<file path="src/rtl/serial_adder_if.sv">
// Operand/result handshake bundle for the bit-serial adder.
// The master side supplies operands and consumes results; the slave side is the adder.
interface serial_adder_if #(
    parameter int WIDTH = 8
);
    logic             in_valid;
    logic             in_ready;
    logic [WIDTH-1:0] a;
    logic [WIDTH-1:0] b;
    logic             cin;
    logic             out_valid;
    logic             out_ready;
    logic [WIDTH-1:0] sum;
    logic             cout;
    logic             busy;

    modport master (
        output in_valid, a, b, cin, out_ready,
        input  in_ready, out_valid, sum, cout, busy
    );

    modport slave (
        input  in_valid, a, b, cin, out_ready,
        output in_ready, out_valid, sum, cout, busy
    );
endinterface

</file>
<file path="src/rtl/serial_adder.sv">
// Bit-serial ripple adder: one full-adder bit per clock, LSB first, so a
// WIDTH-bit sum takes WIDTH cycles and is then held until the consumer takes it.
module serial_adder #(
    parameter int WIDTH = 8
) (
    input  logic          clk,
    input  logic          rst_n,
    serial_adder_if.slave bus
);
    localparam int CW = (WIDTH > 1) ? $clog2(WIDTH) : 1;
    localparam logic [CW-1:0] LAST = CW'(WIDTH - 1);

    typedef enum logic [1:0] {
        IDLE,
        SHIFT,
        DONE
    } state_t;

    state_t           state;
    state_t           state_next;
    logic [WIDTH-1:0] a_sr;
    logic [WIDTH-1:0] b_sr;
    logic [WIDTH-1:0] sum_sr;
    logic             carry;
    logic             cout_r;
    logic [CW-1:0]    count;
    logic             bit_sum;
    logic             bit_carry;
    logic             in_ready;
    logic             out_valid;
    logic             busy;

    assign bit_sum   = a_sr[0] ^ b_sr[0] ^ carry;
    assign bit_carry = (a_sr[0] & b_sr[0]) | (carry & (a_sr[0] ^ b_sr[0]));

    always_ff @(posedge clk or negedge rst_n) begin
        if (!rst_n) begin
            state <= IDLE;
        end else begin
            state <= state_next;
        end
    end

    always_comb begin
        state_next = state;
        in_ready   = 1'b0;
        out_valid  = 1'b0;
        busy       = 1'b0;
        case (state)
            IDLE: begin
                in_ready = 1'b1;
                if (bus.in_valid) begin
                    state_next = SHIFT;
                end
            end
            SHIFT: begin
                busy = 1'b1;
                if (count == LAST) begin
                    state_next = DONE;
                end
            end
            DONE: begin
                out_valid = 1'b1;
                if (bus.out_ready) begin
                    state_next = IDLE;
                end
            end
            default: begin
                state_next = IDLE;
            end
        endcase
    end

    // Operands only load in IDLE, so in_valid during SHIFT/DONE cannot disturb
    // an operation in flight; the sum fills from the top as bits shift in.
    always_ff @(posedge clk or negedge rst_n) begin
        if (!rst_n) begin
            a_sr   <= '0;
            b_sr   <= '0;
            sum_sr <= '0;
            carry  <= 1'b0;
            cout_r <= 1'b0;
            count  <= '0;
        end else begin
            case (state)
                IDLE: begin
                    if (bus.in_valid) begin
                        a_sr  <= bus.a;
                        b_sr  <= bus.b;
                        carry <= bus.cin;
                        count <= '0;
                    end
                end
                SHIFT: begin
                    a_sr   <= a_sr >> 1;
                    b_sr   <= b_sr >> 1;
                    carry  <= bit_carry;
                    sum_sr <= {bit_sum, sum_sr[WIDTH-1:1]};
                    count  <= count + CW'(1);
                    if (count == LAST) begin
                        cout_r <= bit_carry;
                    end
                end
                default: begin
                end
            endcase
        end
    end

    assign bus.in_ready  = in_ready;
    assign bus.out_valid = out_valid;
    assign bus.busy      = busy;
    assign bus.sum       = sum_sr;
    assign bus.cout      = cout_r;
endmodule
</file>
<file path="src/flat_wrapper.sv">
// flat-port wrapper written by rule: the top's interface ports become plain ports
module serial_adder_flat 
#(
    parameter int WIDTH = 8
)
  (clk, rst_n, bus_in_valid, bus_a, bus_b, bus_cin, bus_out_ready, bus_in_ready, bus_out_valid, bus_sum, bus_cout, bus_busy);
  serial_adder_if #(.WIDTH(WIDTH)) bus_i ();
  input  logic clk;
  input  logic rst_n;
  input wire logic [$bits(bus_i.in_valid)-1:0] bus_in_valid;
  input wire logic [$bits(bus_i.a)-1:0] bus_a;
  input wire logic [$bits(bus_i.b)-1:0] bus_b;
  input wire logic [$bits(bus_i.cin)-1:0] bus_cin;
  input wire logic [$bits(bus_i.out_ready)-1:0] bus_out_ready;
  output wire logic [$bits(bus_i.in_ready)-1:0] bus_in_ready;
  output wire logic [$bits(bus_i.out_valid)-1:0] bus_out_valid;
  output wire logic [$bits(bus_i.sum)-1:0] bus_sum;
  output wire logic [$bits(bus_i.cout)-1:0] bus_cout;
  output wire logic [$bits(bus_i.busy)-1:0] bus_busy;
  assign bus_i.in_valid = bus_in_valid;
  assign bus_i.a = bus_a;
  assign bus_i.b = bus_b;
  assign bus_i.cin = bus_cin;
  assign bus_i.out_ready = bus_out_ready;
  assign bus_in_ready = bus_i.in_ready;
  assign bus_out_valid = bus_i.out_valid;
  assign bus_sum = bus_i.sum;
  assign bus_cout = bus_i.cout;
  assign bus_busy = bus_i.busy;
  serial_adder #(.WIDTH(WIDTH)) u_core (.clk(clk), .rst_n(rst_n), .bus(bus_i));
endmodule
</file>
<file path="config.mk">
export PLATFORM = sky130hd
export DESIGN_NAME = serial_adder_flat
export DESIGN_NICKNAME = d
export VERILOG_FILES = /design/src/rtl/serial_adder_if.sv /design/src/rtl/serial_adder.sv /design/src/flat_wrapper.sv
export SDC_FILE = /design/constraint.sdc
export NUM_CORES = 1
export LEC_CHECK = 0
export BUFFER_PORTS_ARGS = -buffer_cell sky130_fd_sc_hd__buf_2
export CAP_MARGIN = 20
export CORE_MARGIN = 2
export CORE_UTILIZATION = 40
export DETAILED_ROUTE_END_ITERATION = 16
export GPL_TIMING_DRIVEN = 0
export PLACE_DENSITY = 0.75
export SYNTH_ARGS = -nofsm -noshare
export SYNTH_HDL_FRONTEND = slang
export SYNTH_SLANG_ARGS = --single-unit
export TNS_END_PERCENT = 1
</file>
<file path="constraint.sdc">
create_clock -name clk -period 1.2 [get_ports clk]
set_input_delay 0.12 -clock clk [delete_from_list [all_inputs] [get_ports clk]]
set_output_delay 0.12 -clock clk [all_outputs]
set_load 0.02 [all_outputs]
</file>
# After elaboration in Yosys (flattened, before gate mapping)
# Cells that the tools add are included.
# op_classes
add_sub_neg	1
eq_ne	6
mux	15
bitwise_logic	5
reduce_logical	5
# ops
op	count
one-hot mux 8 bit (2 select lines)	2
two-way mux 8 bit	2
two-way mux 2 bit	3
one-hot mux 2 bit (3 select lines)	1
one-hot mux 3 bit (2 select lines)	1
two-way mux 1 bit	4
!= test 2 bit (second input constant)	2
AND reduction 2 bit	2
adder 3 x 1 -> 3 bit (second input constant)	1
equality test 3 bit (second input constant)	1
two-way mux 3 bit	1
AND reduction 3 bit	1
AND 1 bit	2
equality test 2 x 1 -> 1 bit (second input constant)	1
equality test 2 bit (second input constant)	1
logical NOT 2 bit	1
!= test 2 x 1 -> 1 bit (second input constant)	1
one-hot mux 1 bit (2 select lines)	1
nonzero test 2 bit	1
XOR 1 bit	2
bitwise OR 1 bit	1
# word_totals
reg_bits	31
in_bits	21
out_inout_bits	12

# Depth between registers and ports, before layout
# depth
depth_word	4
depth_mapped	7

# Least setup slack after synthesis
# OpenSTA, ideal clock, no wires.
# synth_timing
path_type	register to register
from	register u_core.state[0]
to	register u_core.a_sr[1]
setup_ns	0.123
arrival_ns	1.116
required_ns	1.077
setup_slack_ns	-0.039
stages_incl_launch_ff	5
path_buffers	1
synth_period_minus_slack_ns	1.239
path_cell_list	dfrtp_1 -> buf_2 -> nor2_1 -> nand3b_1 -> o221a_2
# synth_between
elab_chain_cells	3
elab_cells_between_ends	6
cone_classes	2 x eq/ne; 1 x mux; 3 x reduce/logical
# synth_lines
item	line	text
start: declaration	serial_adder.sv:19	state_t state;
start signal: assignment	serial_adder.sv:40	state <= state_next;
equality test 2 x 1 -> 1 bit / logical NOT 2 bit (equally long branches)	serial_adder.sv:85	case (state)
nonzero test 2 bit (no line) / != test 2 bit (equally long branches)	--	
AND reduction 2 bit (no line)	--	
end signal: assignment	serial_adder.sv:88	a_sr <= bus.a;
end signal: assignment	serial_adder.sv:95	a_sr <= a_sr >> 1;
end: declaration	serial_adder.sv:21	logic [WIDTH-1:0] a_sr;
# Several ways; a longest one is shown, not always the timed one.
# A chain may end at the register's enable or synchronous reset.

# Final worst setup path
# layout_timing
from	register u_core.state[0]
to	output port bus_busy
# layout_between
elab_chain_cells	2
# layout_lines
item	line	text
equality test 2 x 1 -> 1 bit	serial_adder.sv:49	case (state)
two-way mux 1 bit	serial_adder.sv:49	
end: declaration	flat_wrapper.sv:19	output wire logic [$bits(bus_i.busy)-1:0] bus_busy;
# Every way passes these cells.

==> run summary <==
status: finished with violations
failing checks: negative setup slack
Final WS setup: -0.1733 ns
static leakage: 0.9144 nW
P_int: 3.207 mW
Post-DRT Antenna Nets: 0
critical path required time: 1.08 ns
r2r worst-path depth: 6
synthesis-stage register bit count: 31
CTS Root Cell: clkbuf_4
Placer Congestion: 0.8157
Setup CP Type: reg2out
initial antenna violation count: 0
class of the worst hold path: in2reg
worst hold stages: 3
total power: 5.314 mW
Hold Slack: 0.01666 ns
Num CTS Buffers: 5
Logic pwr share: 0.474
largest fanout on the critical path: 10
largest net degree at the start of global routing: 32
FILL cells: 306
switching share of power: 0.3966
GRT overflow: 0
drt pass-1 iters: 4
Reg2Reg Setup Slack: -0.10 ns
cell area after layout: 0.001974 mm^2
sequential power share: 0.364
Worst setup startpoint: u_core.state[0]$_DFFE_PN0P_
H-tree Lvls: 2
die height: 63.87 um
synthesized area per cell: 10.24 um^2
Ant. Diodes: 0
top_reg_cell synth: dfrtp_1
sequential area share after synthesis: 0.5410
Die X: 63.87 um
Global Route Usage Sum: 0.1830
CP Cell Sequence: buf_6, nand2b_4, inv_8, buf_8, buf_6
pre-CTS WS: -0.1366 ns
Max stage delay cell, worst path: dfrtp_1
Syn Std Cell Area: 0.001434 mm^2
maximum clock rate: 728.2 MHz
vias in the first global route: 1,268
unrepaired setup endpoints after global routing: yes
Worst EP arrival: 1.25 ns
Slew Viols, Final: 0
setup violators final: 16
final wirelength: 3590 um
pwr/cell area: 2692 mW/mm^2
Crit path largest cell delay: 0.38 ns
WL per Instance: 15.21 um
clock latency on the worst-skew pair: 0.34 ns
Rows: 21
VDD IR max: 1233 uV
initial core utilization: 0.4230
nets: 213
Final Skew: 0.009888 ns
HPWL Detailed: 2279 um
Period Utilization, post-route: 1.144
DP Area: 0.001652 mm^2
Area growth syn-to-layout: 37.70%
Clk pwr share: 0.162
clk sinks: 31
Netlist cell types: 24
CTS tree: yes
drc violations: 0
Worst-path clk slew: 0.10 ns
hold endpoint: u_core.b_sr[7]$_DFFE_PN0P_
worst slew pin tran: 0.6952 ns
clk buf depth: 2
net count after synthesis: 164
Post-Synthesis Cells: 140
Post-synth EDFFs: 0
I/O pins: 33
core area: 0.003390 mm^2
die area: 0.004079 mm^2
Top cell by count, worst path: buf_6
Synth async-reset ratio: 1.000
RR Endpoint: u_core.count[1]$_DFFE_PN0P_
switching power total: 2.107 mW
Setup crit start kind: flop
post-route minimum period: 1.373 ns
Fin. Hold Viols: 0
CP delay by family, top: buffers and inverters
global-route wire length before repair: 5630 um
Max-cap violations: 0
worst path bufs/invs: 4
share of cells above drive strength 1: 0.4632
critical hold path startpoint: bus_b[7]
Synth warnings: 0
setup TNS: -1.139 ns
Setup crit end kind: output pin
DR iter-0 viols: 43
Via Count: 1,240
Port Buffers: 32
Rel. slew slack: 0.5365
Reg-to-Reg Start: u_core.state[0]$_DFFE_PN0P_
vias per std cell: 5.254
==> cell usage in the layout, fill, tap and decap left out, drive strengths merged <==
| master | n |
|---|---|
| nand2b | 2 |
| a21oi | 14 |
| nand3b | 2 |
| o221a | 2 |
| bufinv | 1 |
| o22ai | 26 |
| or2 | 1 |
| nor2b | 2 |
| a22o | 2 |
| ha | 2 |
| inv | 2 |
| clkinvlp | 1 |
| clkbuf | 7 |
| o31ai | 1 |
| o21ai | 6 |
| fa | 1 |
| dlygate4sd3 | 2 |
| nand2 | 28 |
| clkinv | 1 |
| buf | 50 |
| dfrtp | 31 |
| nor2 | 5 |
| mux2 | 1 |
==> how the worst max path moves through the flow <==
stage / end / slack (ns) / cells past startpoint
3_3_place_gp: u_core.bus.cout$_DFFE_PN0P_ / -0.09 / 4
2_1_floorplan: u_core.a_sr[1]$_DFFE_PN0P_ / -0.04 / 4
5_1_grt: bus_out_valid / -0.24 / 4
3_5_place_dp: u_core.b_sr[2]$_DFFE_PN0P_ / -0.14 / 4
6_report: bus_busy / -0.17 / 5
4_1_cts: bus_out_valid / -0.20 / 5
==> per-layer routing <==
layer  track usage  vias to the layer above  wire length, um
li1              -                      599                -
met1        0.2117                      599             1518
met2        0.3138                       37             1848
met3       0.07394                        5              199
met4       0.04620                        0               25
met5             0                        -                0
==> synthesized netlist by cell type, types with 2 or more instances <==
library cell / number / share of area
dfrtp_1: 31 / 0.54
ha_1: 2 / 0.017
o22ai_1: 26 / 0.11
a21oi_1: 14 / 0.049
a22o_1: 2 / 0.012
nand2_1: 27 / 0.071
buf_6: 4 / 0.031
buf_2: 5 / 0.017
nor2_1: 5 / 0.013
o21ai_0: 6 / 0.021
nand3b_1: 2 / 0.010
nor2b_1: 2 / 0.0087
inv_1: 2 / 0.0052
o221a_2: 2 / 0.016
==> final cells by class <==
| class | instances | area (um^2) | share of cell area |
|---|---|---|---|
| multi-input combinational | 95 | 670.6 | 0.3397 |
| inverter | 3 | 22.52 | 0.01141 |
| buffer | 9 | 86.33 | 0.04373 |
| timing repair buffer | 44 | 274.0 | 0.1388 |
| tap | 46 | 57.56 | 0.02915 |
| sequential | 31 | 777.0 | 0.3935 |
| clock buffer | 6 | 51.30 | 0.02598 |
| clock inverter | 2 | 35.03 | 0.01774 |
==> stage by stage <==
step,utilization,cells
2_1_floorplan,-,140
6_report,0.5825,236
3_3_place_gp,0.4873,218
4_1_cts,0.5515,233
3_5_place_dp,0.4873,218
5_1_grt,0.5825,236
==> kinds of logic after synthesis <==
family          synth area share
mux                      0.01047
buf+inv                  0.06980
flops                     0.5410
simple gates              0.1309
fa+ha+maj                0.03141
compound gates            0.2164
==> power by group through the flow <==
stage / combinational [mW] / clock [mW] / sequential (mW)
after floorplan: 1.40 / 0 / 1.98
after global placement: 1.99 / 0 / 1.85
after detailed placement: 2.10 / 0 / 1.88
after CTS: 2.33 / 0.883 / 1.88
after global routing: 2.76 / 0.954 / 2.00
final: 2.52 / 0.863 / 1.93
==> registers in the layout, summed over array words and instances (netlist names) <==
signal and flops:
u_core.a_sr 8, u_core.b_sr 8, u_core.bus.cout 1, u_core.bus.sum 8, u_core.carry 1, u_core.count 3
u_core.state 2
==> worst reg2reg max path, delay by kind of cell (launching register included) <==
kind / cells / cell delay, ns
AOI/OAI and AO/OA: 1 / 0.24
and+or+nand+nor: 1 / 0.12
buffers and inverters: 4 / 0.46
DFF: 1 / 0.38
==> timing repair <==
item                                   4_1_cts  5_1_grt
setup endpoints to repair                   19       29
hold buffers                                 2        0
pin swaps                                    0        0
buffers inserted                             6        4
resized for setup                           21       18
endpoints found under the hold margin       32        0
No activity file was read; power rests on OpenSTA's default activity.
